==> config.mk <==
export PLATFORM = sky130hd
export DESIGN_NAME = bus_arbiter_flat
export DESIGN_NICKNAME = d
export VERILOG_FILES = /design/src/rtl/bus_arbiter_pkg.sv /design/src/rtl/bus_arbiter_if.sv /design/src/rtl/bus_arbiter.sv /design/src/flat_wrapper.sv
export SDC_FILE = /design/constraint.sdc
export NUM_CORES = 1
export LEC_CHECK = 0
export CAP_MARGIN = 30
export CORE_MARGIN = 8
export CORE_UTILIZATION = 30
export DETAILED_ROUTE_END_ITERATION = 8
export PLACE_DENSITY = 0.52
export SLEW_MARGIN = 20
export SYNTH_ARGS = -nofsm -noshare
export SYNTH_HDL_FRONTEND = slang
export SYNTH_SLANG_ARGS = --single-unit
==> constraint.sdc <==
create_clock -name clk -period 2.1 [get_ports clk]
set_input_delay 0.63 -clock clk [delete_from_list [all_inputs] [get_ports clk]]
set_output_delay 0.63 -clock clk [all_outputs]
set_load 0.03 [all_outputs]
==> src/rtl/bus_arbiter_pkg.sv <==
// Shared types for the C64 bus arbiter: FSM states and phi2 grant codes.
// Grant codes double as the select for the address/data muxes.
package bus_arb_pkg;

    typedef enum logic [1:0] {
        IDLE  = 2'd0,
        WARN  = 2'd1,
        STEAL = 2'd2,
        EXT   = 2'd3
    } state_e;

    localparam logic [1:0] GRANT_CPU = 2'd0;
    localparam logic [1:0] GRANT_VIC = 2'd1;
    localparam logic [1:0] GRANT_EXT = 2'd2;

endpackage

==> src/rtl/bus_arbiter_if.sv <==
// DMA request inputs and bus-phase/ownership outputs of the arbiter.
// master = arbiter side, slave = requesters and pla/mux consumers.
interface bus_arbiter_if;

    logic       dma_req_vic;
    logic       dma_req_ext;
    logic       phi2;
    logic       ba;
    logic       aec;
    logic       cpu_rdy;
    logic [1:0] grant;

    modport master (
        input  dma_req_vic,
        input  dma_req_ext,
        output phi2,
        output ba,
        output aec,
        output cpu_rdy,
        output grant
    );

    modport slave (
        output dma_req_vic,
        output dma_req_ext,
        input  phi2,
        input  ba,
        input  aec,
        input  cpu_rdy,
        input  grant
    );

endinterface

==> src/rtl/bus_arbiter.sv <==
// C64 system-bus arbiter: phi2 phase generator, CPU/VIC/EXT ownership FSM, BA lead counter.
// Requests are sampled only at the end of phi2; all outputs are registered and move with the following phi1.
module bus_arbiter
    import bus_arb_pkg::*;
#(
    parameter int BA_LEAD = 3
) (
    input  logic          clk,
    input  logic          rst,
    bus_arbiter_if.master bus
);

    if (BA_LEAD < 1 || BA_LEAD > 7) begin : g_bad_lead
        $error("bus_arbiter: BA_LEAD must be in 1..7");
    end

    localparam logic [2:0] LEAD = 3'(BA_LEAD);

    logic       r_run;
    logic       r_phi2;
    logic       r_aec;
    logic       r_ba;
    logic       r_rdy;
    logic [1:0] r_grant;
    logic [2:0] r_cnt;
    state_e     r_state;

    logic       w_decide;
    logic       w_phi2_nxt;
    logic [2:0] w_cnt_dec;
    logic [2:0] w_cnt_nxt;
    state_e     w_state_nxt;
    logic       w_ba_nxt;
    logic       w_rdy_nxt;
    logic [1:0] w_grant_nxt;

    // r_run holds phi2 low for one extra tick after reset so the first phi1 is a full half.
    assign w_decide   = r_run & r_phi2;
    assign w_phi2_nxt = r_run & ~r_phi2;
    assign w_cnt_dec  = (r_cnt == 3'd0) ? 3'd0 : r_cnt - 3'd1;

    always_comb begin
        w_state_nxt = r_state;
        w_cnt_nxt   = r_cnt;
        case (r_state)
            IDLE: begin
                if (bus.dma_req_vic) begin
                    w_state_nxt = WARN;
                    w_cnt_nxt   = LEAD;
                end else if (bus.dma_req_ext) begin
                    w_state_nxt = EXT;
                end
            end
            WARN: begin
                w_cnt_nxt = w_cnt_dec;
                if (!bus.dma_req_vic) begin
                    w_state_nxt = IDLE;
                    w_cnt_nxt   = 3'd0;
                end else if (w_cnt_dec == 3'd0) begin
                    w_state_nxt = STEAL;
                end
            end
            STEAL: begin
                if (!bus.dma_req_vic) begin
                    w_state_nxt = IDLE;
                end
            end
            EXT: begin
                // CPU is already off the bus, so the VIC needs no BA lead here.
                if (bus.dma_req_vic) begin
                    w_state_nxt = STEAL;
                end else if (!bus.dma_req_ext) begin
                    w_state_nxt = IDLE;
                end
            end
            default: w_state_nxt = IDLE;
        endcase
    end

    always_comb begin
        w_ba_nxt    = 1'b1;
        w_rdy_nxt   = 1'b1;
        w_grant_nxt = GRANT_CPU;
        case (w_state_nxt)
            WARN: begin
                w_ba_nxt  = 1'b0;
                w_rdy_nxt = 1'b0;
            end
            STEAL: begin
                w_ba_nxt    = 1'b0;
                w_rdy_nxt   = 1'b0;
                w_grant_nxt = GRANT_VIC;
            end
            EXT: begin
                w_rdy_nxt   = 1'b0;
                w_grant_nxt = GRANT_EXT;
            end
            default: ;
        endcase
    end

    always_ff @(posedge clk or posedge rst) begin
        if (rst) begin
            r_run   <= 1'b0;
            r_phi2  <= 1'b0;
            r_aec   <= 1'b0;
            r_ba    <= 1'b1;
            r_rdy   <= 1'b1;
            r_grant <= GRANT_CPU;
            r_cnt   <= 3'd0;
            r_state <= IDLE;
        end else begin
            r_run  <= 1'b1;
            r_phi2 <= w_phi2_nxt;
            // Grant only changes on a phi2->phi1 edge, where aec is forced low anyway.
            r_aec  <= w_phi2_nxt & (r_grant == GRANT_CPU);
            if (w_decide) begin
                r_state <= w_state_nxt;
                r_cnt   <= w_cnt_nxt;
                r_ba    <= w_ba_nxt;
                r_rdy   <= w_rdy_nxt;
                r_grant <= w_grant_nxt;
            end
        end
    end

    assign bus.phi2    = r_phi2;
    assign bus.aec     = r_aec;
    assign bus.ba      = r_ba;
    assign bus.cpu_rdy = r_rdy;
    assign bus.grant   = r_grant;

endmodule

==> src/flat_wrapper.sv <==
// flat-port wrapper written by rule: the top's interface ports become plain ports
module bus_arbiter_flat import bus_arb_pkg::*;
#(
    parameter int BA_LEAD = 3
)
  (clk, rst, bus_dma_req_vic, bus_dma_req_ext, bus_phi2, bus_ba, bus_aec, bus_cpu_rdy, bus_grant);
  bus_arbiter_if bus_i ();
  input  logic clk;
  input  logic rst;
  input wire logic [$bits(bus_i.dma_req_vic)-1:0] bus_dma_req_vic;
  input wire logic [$bits(bus_i.dma_req_ext)-1:0] bus_dma_req_ext;
  output wire logic [$bits(bus_i.phi2)-1:0] bus_phi2;
  output wire logic [$bits(bus_i.ba)-1:0] bus_ba;
  output wire logic [$bits(bus_i.aec)-1:0] bus_aec;
  output wire logic [$bits(bus_i.cpu_rdy)-1:0] bus_cpu_rdy;
  output wire logic [$bits(bus_i.grant)-1:0] bus_grant;
  assign bus_i.dma_req_vic = bus_dma_req_vic;
  assign bus_i.dma_req_ext = bus_dma_req_ext;
  assign bus_phi2 = bus_i.phi2;
  assign bus_ba = bus_i.ba;
  assign bus_aec = bus_i.aec;
  assign bus_cpu_rdy = bus_i.cpu_rdy;
  assign bus_grant = bus_i.grant;
  bus_arbiter #(.BA_LEAD(BA_LEAD)) u_core (.clk(clk), .rst(rst), .bus(bus_i));
endmodule
==> results.json, run 1 <==
{
  "setup_slack_ns": 0.0981,
  "place_congestion": 0.866,
  "syn_avg_cell_area_um2": 10.7,
  "yosys.cell_types.count": 29,
  "crit_fanout": 4,
  "dieWidth_um": 63.0,
  "pre_cts_ws_ns": -0.322,
  "final.min_clock_period_ns": 2.00,
  "viasPerCell": 4.88,
  "drt_iter0_markers": 6,
  "clkLatencyLatePin_ns": 0.27,
  "placedCellCount": 100,
  "antenna_found_initial": 0,
  "p_leak_nw": 0.377,
  "finalSetupViolations": 0,
  "fin_crit_sh_pct": 95.3,
  "initial_core_util_pct": 30.9,
  "via_count": 507,
  "antennaDiodeCount": 0,
  "maxCapViolations": 0,
  "row_count": 17,
  "max_freq_mhz": 500,
  "power_mw": 1.03,
  "fp.dieH_um": 63.0,
  "place_hpwl_um": 1010,
  "met3_usage_pct": 2.15,
  "timing.critical_path.from_type": "register",
  "use_met1_pct": 8.79,
  "crit_required_ns": 1.47,
  "critPathCaptureType": "output pin",
  "cp_slowest_stage_delay_ns": 0.70,
  "ir_drop_uv": 549,
  "drive_gt1_share_pct": 21.1,
  "cts_root_buf": "clkbuf_4",
  "cts_tree": "done",
  "syn2layout_area_growth_pct": 25.7,
  "path_class": "reg2out",
  "multi_input_area_um2": 332,
  "status": "complete, no violations",
  "hp-class": "reg2reg",
  "cp.arrival_ns": 1.37,
  "post_cts_buffers": 0,
  "crit_chain": "clkdlybuf4s50_1",
  "cellPowerDensity_nw_per_um2": 1240,
  "crit_family": "buffers and inverters",
  "dieArea_um2": 3970,
  "finalHoldViolCount": 0,
  "slew_viol_final": 0,
  "slowest_stage": "clkdlybuf4s50_1",
  "syn_inst": 62,
  "yosysWarnings": 0,
  "core_um2": 2150,
  "ctsResizeCount": 3,
  "clk_path_buf_depth": 2,
  "grt_max_degree": 13,
  "routed_wl_um": 1370,
  "drt-pass1-iter-count": 4,
  "rsz0062_at_grt": "false",
  "final_cells": 104,
  "clk_pin_slew_ns": 0.08,
  "finalNetCount": 84,
  "ant_nets": 0,
  "detail_route.wl_per_cell_um": 13.1,
  "numCtsBuffers": 3,
  "ctsHoldBuffers": 0,
  "port_buffers": 9,
  "drcViolationCount": 0,
  "syn_nets": 69,
  "grtUsageTotal_pct": 7.26,
  "final_util_pct": 38.8,
  "num_io_pins": 10,
  "synth_area_um2": 663,
  "gr-total-overflow": 0,
  "clock_skew_ns": 0.00410,
  "register_area_um2": 303,
  "yosysSeqAreaShare_pct": 45.7,
  "htreeDepth": 1,
  "crit_buf_inv": 1,
  "use_met2_pct": 11.0,
  "grt_pass1_vias": 538,
  "n_fill_cell": 221,
  "cts.sinks": 12,
  "grt_pass1_wl_um": 2330,
  "grt.busiest_layer": "met2",
  "synth-seq-cells": 12
}
==> cells in the final DEF, fill, tap and decap left out, types with 3 or more instances in the layout <==
| cell type | synthesis | final |
|---|---|---|
| o21ai_0 | 3 | 3 |
| inv_1 | 5 | 5 |
| a21oi_1 | 3 | 3 |
| dfrtp_1 | 10 | 10 |
| clkbuf_4 | 0 | 3 |
| dlygate4sd2_1 | 0 | 3 |
| mux2_2 | 4 | 4 |
| ha_1 | 3 | 3 |
| clkdlybuf4s50_1 | 0 | 6 |
| buf_4 | 0 | 3 |
| nor2_1 | 6 | 6 |
==> power by group <==
group	switching (mW)	leakage (nW)	internal (mW)
clock network	0.0807	0.0210	0.105
logic	0.236	0.206	0.200
registers	0.0885	0.150	0.320
total	0.405	0.377	0.626
==> cells by family after synthesis <==
family	count (synthesis)	share of synthesized area [%]
simple gates	17	14.3
fa+ha+maj	3	5.66
flops	12	45.7
compound gates	16	19.6
mux	6	9.81
buf+inv	7	4.34
other cells	1	0.565
==> state kept, by name, summed over array words and instances, names as in the netlist <==
name / count
u_core.bus.phi2: 1
u_core.bus.grant: 2
u_core.r_run: 1
u_core.bus.cpu_rdy: 1
u_core.bus.aec: 1
u_core.r_state: 2
u_core.bus.ba: 1
u_core.r_cnt: 3
==> through the flow <==
stage               hold WS [ns]  cell area, um2  TNS, ns
finish                     0.458             833        0
global route               0.486             833        0
CTS                        0.468             833        0
detailed placement         0.454             801    -1.09
global placement           0.452             801   -0.827
floorplan                  0.492             663        0
==> worst paths after layout <==
kind                                       to  slack [ns]  depth (start not counted)                 from
setup / recovery                     bus_phi2         0.1                          1      u_core.bus.phi2
hold reg to reg                u_core.bus.aec        0.46                          1  u_core.bus.grant[0]
max in group asynchronous  u_core.bus.cpu_rdy        1.09                          2                  rst
min in group asynchronous     u_core.r_cnt[1]        0.67                          2                  rst
setup reg to reg                u_core.bus.ba        0.43                          4      u_core.r_cnt[1]
hold / removal                 u_core.bus.aec        0.46                          1  u_core.bus.grant[0]
==> layout make-up <==
cell class,count,area share [%]
Multi-Input combinational cell,43,39.8
Inverter,5,2.25
Clock buffer,4,4.35
Timing Repair Buffer,12,13.1
Sequential cell,12,36.3
Tap cell,28,4.20
==> cells in the mapped netlist <==
master | n | share of area (%)
dfstp_2 | 2 | 7.9
nand2_1 | 2 | 1.1
a21o_1 | 1 | 1.1
conb_1 | 1 | 0.57
nand3b_1 | 1 | 1.1
o31a_1 | 2 | 2.6
nor2b_1 | 1 | 0.94
nor2_1 | 6 | 3.4
and3b_1 | 1 | 1.3
dfrtp_1 | 10 | 38
nand2_2 | 1 | 0.94
or4_1 | 1 | 1.1
a21oi_1 | 3 | 2.3
o21bai_1 | 1 | 1.1
o2bb2a_4 | 1 | 3.0
mux2i_1 | 2 | 3.0
or3b_1 | 1 | 1.3
inv_1 | 5 | 2.8
nor3b_1 | 1 | 1.1
o21ai_0 | 3 | 2.3
o22ai_2 | 1 | 1.9
nand4_1 | 1 | 0.94
ha_1 | 3 | 5.7
buf_2 | 2 | 1.5
mux2_2 | 4 | 6.8
o311ai_1 | 1 | 1.3
a2bb2oi_1 | 1 | 1.3
or2_1 | 1 | 0.94
o221ai_1 | 2 | 2.6
==> metal layers <==
layer	part of all wire, %	up-vias	wire length [um]
li1	-	248	-
met1	48	249	659
met2	47	8	639
met3	4.0	2	55
met4	0.73	0	10
met5	0	-	0
(Power assumes the default switching activity.)
==> run 2, diff against run 1 <==
Settings changed: SETUP_SLACK_MARGIN set to 0.05.
==> results.json, run 2 (same netlist as run 1, synthesis figures left out) <==
{
  "syn2layout_area_growth_pct": 27.0,
  "core_um2": 2150,
  "whs_path_depth": 1,
  "via_count": 504,
  "antennaDiodeCount": 0,
  "dieArea_um2": 3970,
  "ant_nets": 0,
  "rr_endpoint": "u_core.bus.ba",
  "slowest_stage": "clkdlybuf4s50_1",
  "drcViolationCount": 0,
  "clkLatencyLatePin_ns": 0.27,
  "worstHoldStart": "u_core.bus.grant[0]",
  "p_leak_nw": 0.390,
  "cellPowerDensity_nw_per_um2": 1240,
  "crit_required_ns": 1.47,
  "crit_buf_inv": 1,
  "final_cell_mix": "10 x dfrtp_1, 6 x nor2_1, 5 x inv_1, 5 x clkdlybuf4s50_1, 4 x mux2_2",
  "grt_pass1_wl_um": 2330,
  "critPathCaptureType": "output pin",
  "largest_reg_flops": 3,
  "fin_crit_sh_pct": 93.6,
  "pre_cts_ws_ns": -0.322,
  "detail_route.wl_per_cell_um": 13.4,
  "final_cells": 104,
  "finalNetCount": 84,
  "cts_root_buf": "clkbuf_4",
  "setup_slack_ns": 0.135,
  "drive_gt1_share_pct": 22.4,
  "dieWidth_um": 63.0,
  "r2r_slack_ns": 0.45,
  "port_buffers": 9,
  "place_congestion": 0.866,
  "place_area_um2": 801,
  "antenna_found_initial": 0,
  "final_common_cell": "dfrtp_1",
  "numCtsBuffers": 3,
  "worstSetupStartpoint": "u_core.bus.grant[1]",
  "drt-pass1-iter-count": 4,
  "maxCapViolations": 0,
  "clk_pin_slew_ns": 0.08,
  "rsz0062_at_grt": "false",
  "crit_family": "buffers and inverters",
  "timing.critical_path.from_type": "register",
  "crit_chain": "clkdlybuf4s50_1",
  "top_register": "u_core.r_cnt",
  "grt_max_degree": 13,
  "num_io_pins": 10,
  "slew_viol_final": 0,
  "power_mw": 1.04,
  "viasPerCell": 4.85,
  "finalHoldViolCount": 0,
  "cp.arrival_ns": 1.33,
  "grtUsageTotal_pct": 7.26,
  "finalSetupViolations": 0,
  "gr-total-overflow": 0,
  "row_count": 17,
  "hp-class": "reg2reg",
  "drt_iter0_markers": 7,
  "clk_path_buf_depth": 2,
  "grt_pass1_vias": 538,
  "htreeDepth": 1,
  "r2r_start": "u_core.r_cnt[1]",
  "place_hpwl_um": 1010,
  "crit_fanout": 3,
  "cts_tree": "done",
  "reg2regPathDepth": 5,
  "clock_skew_ns": 0.00561,
  "ctsHoldBuffers": 0,
  "fin_area_um2": 842,
  "cp_slowest_stage_delay_ns": 0.68,
  "routed_wl_um": 1390,
  "ir_drop_uv": 525,
  "path_class": "reg2out",
  "cts.sinks": 12,
  "hold_end": "u_core.bus.aec",
  "whs_ns": 0.458,
  "fp.dieH_um": 63.0,
  "status": "complete, no violations",
  "max_freq_mhz": 509,
  "final.min_clock_period_ns": 1.96,
  "placedCellCount": 100,
  "initial_core_util_pct": 30.9
}
-- run 2: through the flow --
stage,util [%],setup TNS [ns]
global route,39.2,0
CTS,38.8,0
detailed placement,37.3,-1.09
global placement,37.3,-0.827
finish,39.2,0
floorplan,-,0
-- run 2: how the worst max path moves through the flow --
| stage | slack [ns] | endpoint | cells past startpoint |
|---|---|---|---|
| detailed placement | -0.32 | u_core.bus.ba | 6 |
| finish | 0.14 | bus_grant[1] | 1 |
| global placement | -0.25 | u_core.bus.ba | 5 |
| global route | 0.08 | bus_grant[1] | 1 |
| CTS | 0.07 | bus_phi2 | 1 |
| floorplan | 0.35 | u_core.bus.ba | 6 |
-- run 2: timing repair --
action	4_1_cts	5_1_grt
resized for setup	3	2
setup buffers	0	0
endpoints found under the setup margin	4	2
-- run 2: cell type report --
class                      instances  area, um2
clock buffer                       4       36.3
fill                             223       1310
inverter                           5       18.8
multi-input combinational         43        338
sequential                        12        303
tap                               28       35.0
timing repair buffer              12        111
-- run 2: worst register-to-register path, delay by kind of cell, from the launching register on --
kind,cells,cell delay (ns)
AO/OA/AOI/OAI,3,0.61
adder cells (fa/ha/maj),1,0.26
flip-flops,1,0.45
multiplexers,1,0.26
-- run 2: power by group --
group / internal [mW] / switching [mW] / total, mW
sequential: 0.320 / 0.0887 / 0.409
combinational: 0.204 / 0.241 / 0.445
clock: 0.105 / 0.0820 / 0.187
total: 0.630 / 0.412 / 1.04
-- run 2: metal layers --
layer  part of all wire (%)  global-route usage (%)
met3                    5.1                    2.15
met1                     46                    8.79
met5                      0                       0
met2                     48                    11.0
met4                   0.72                    4.27
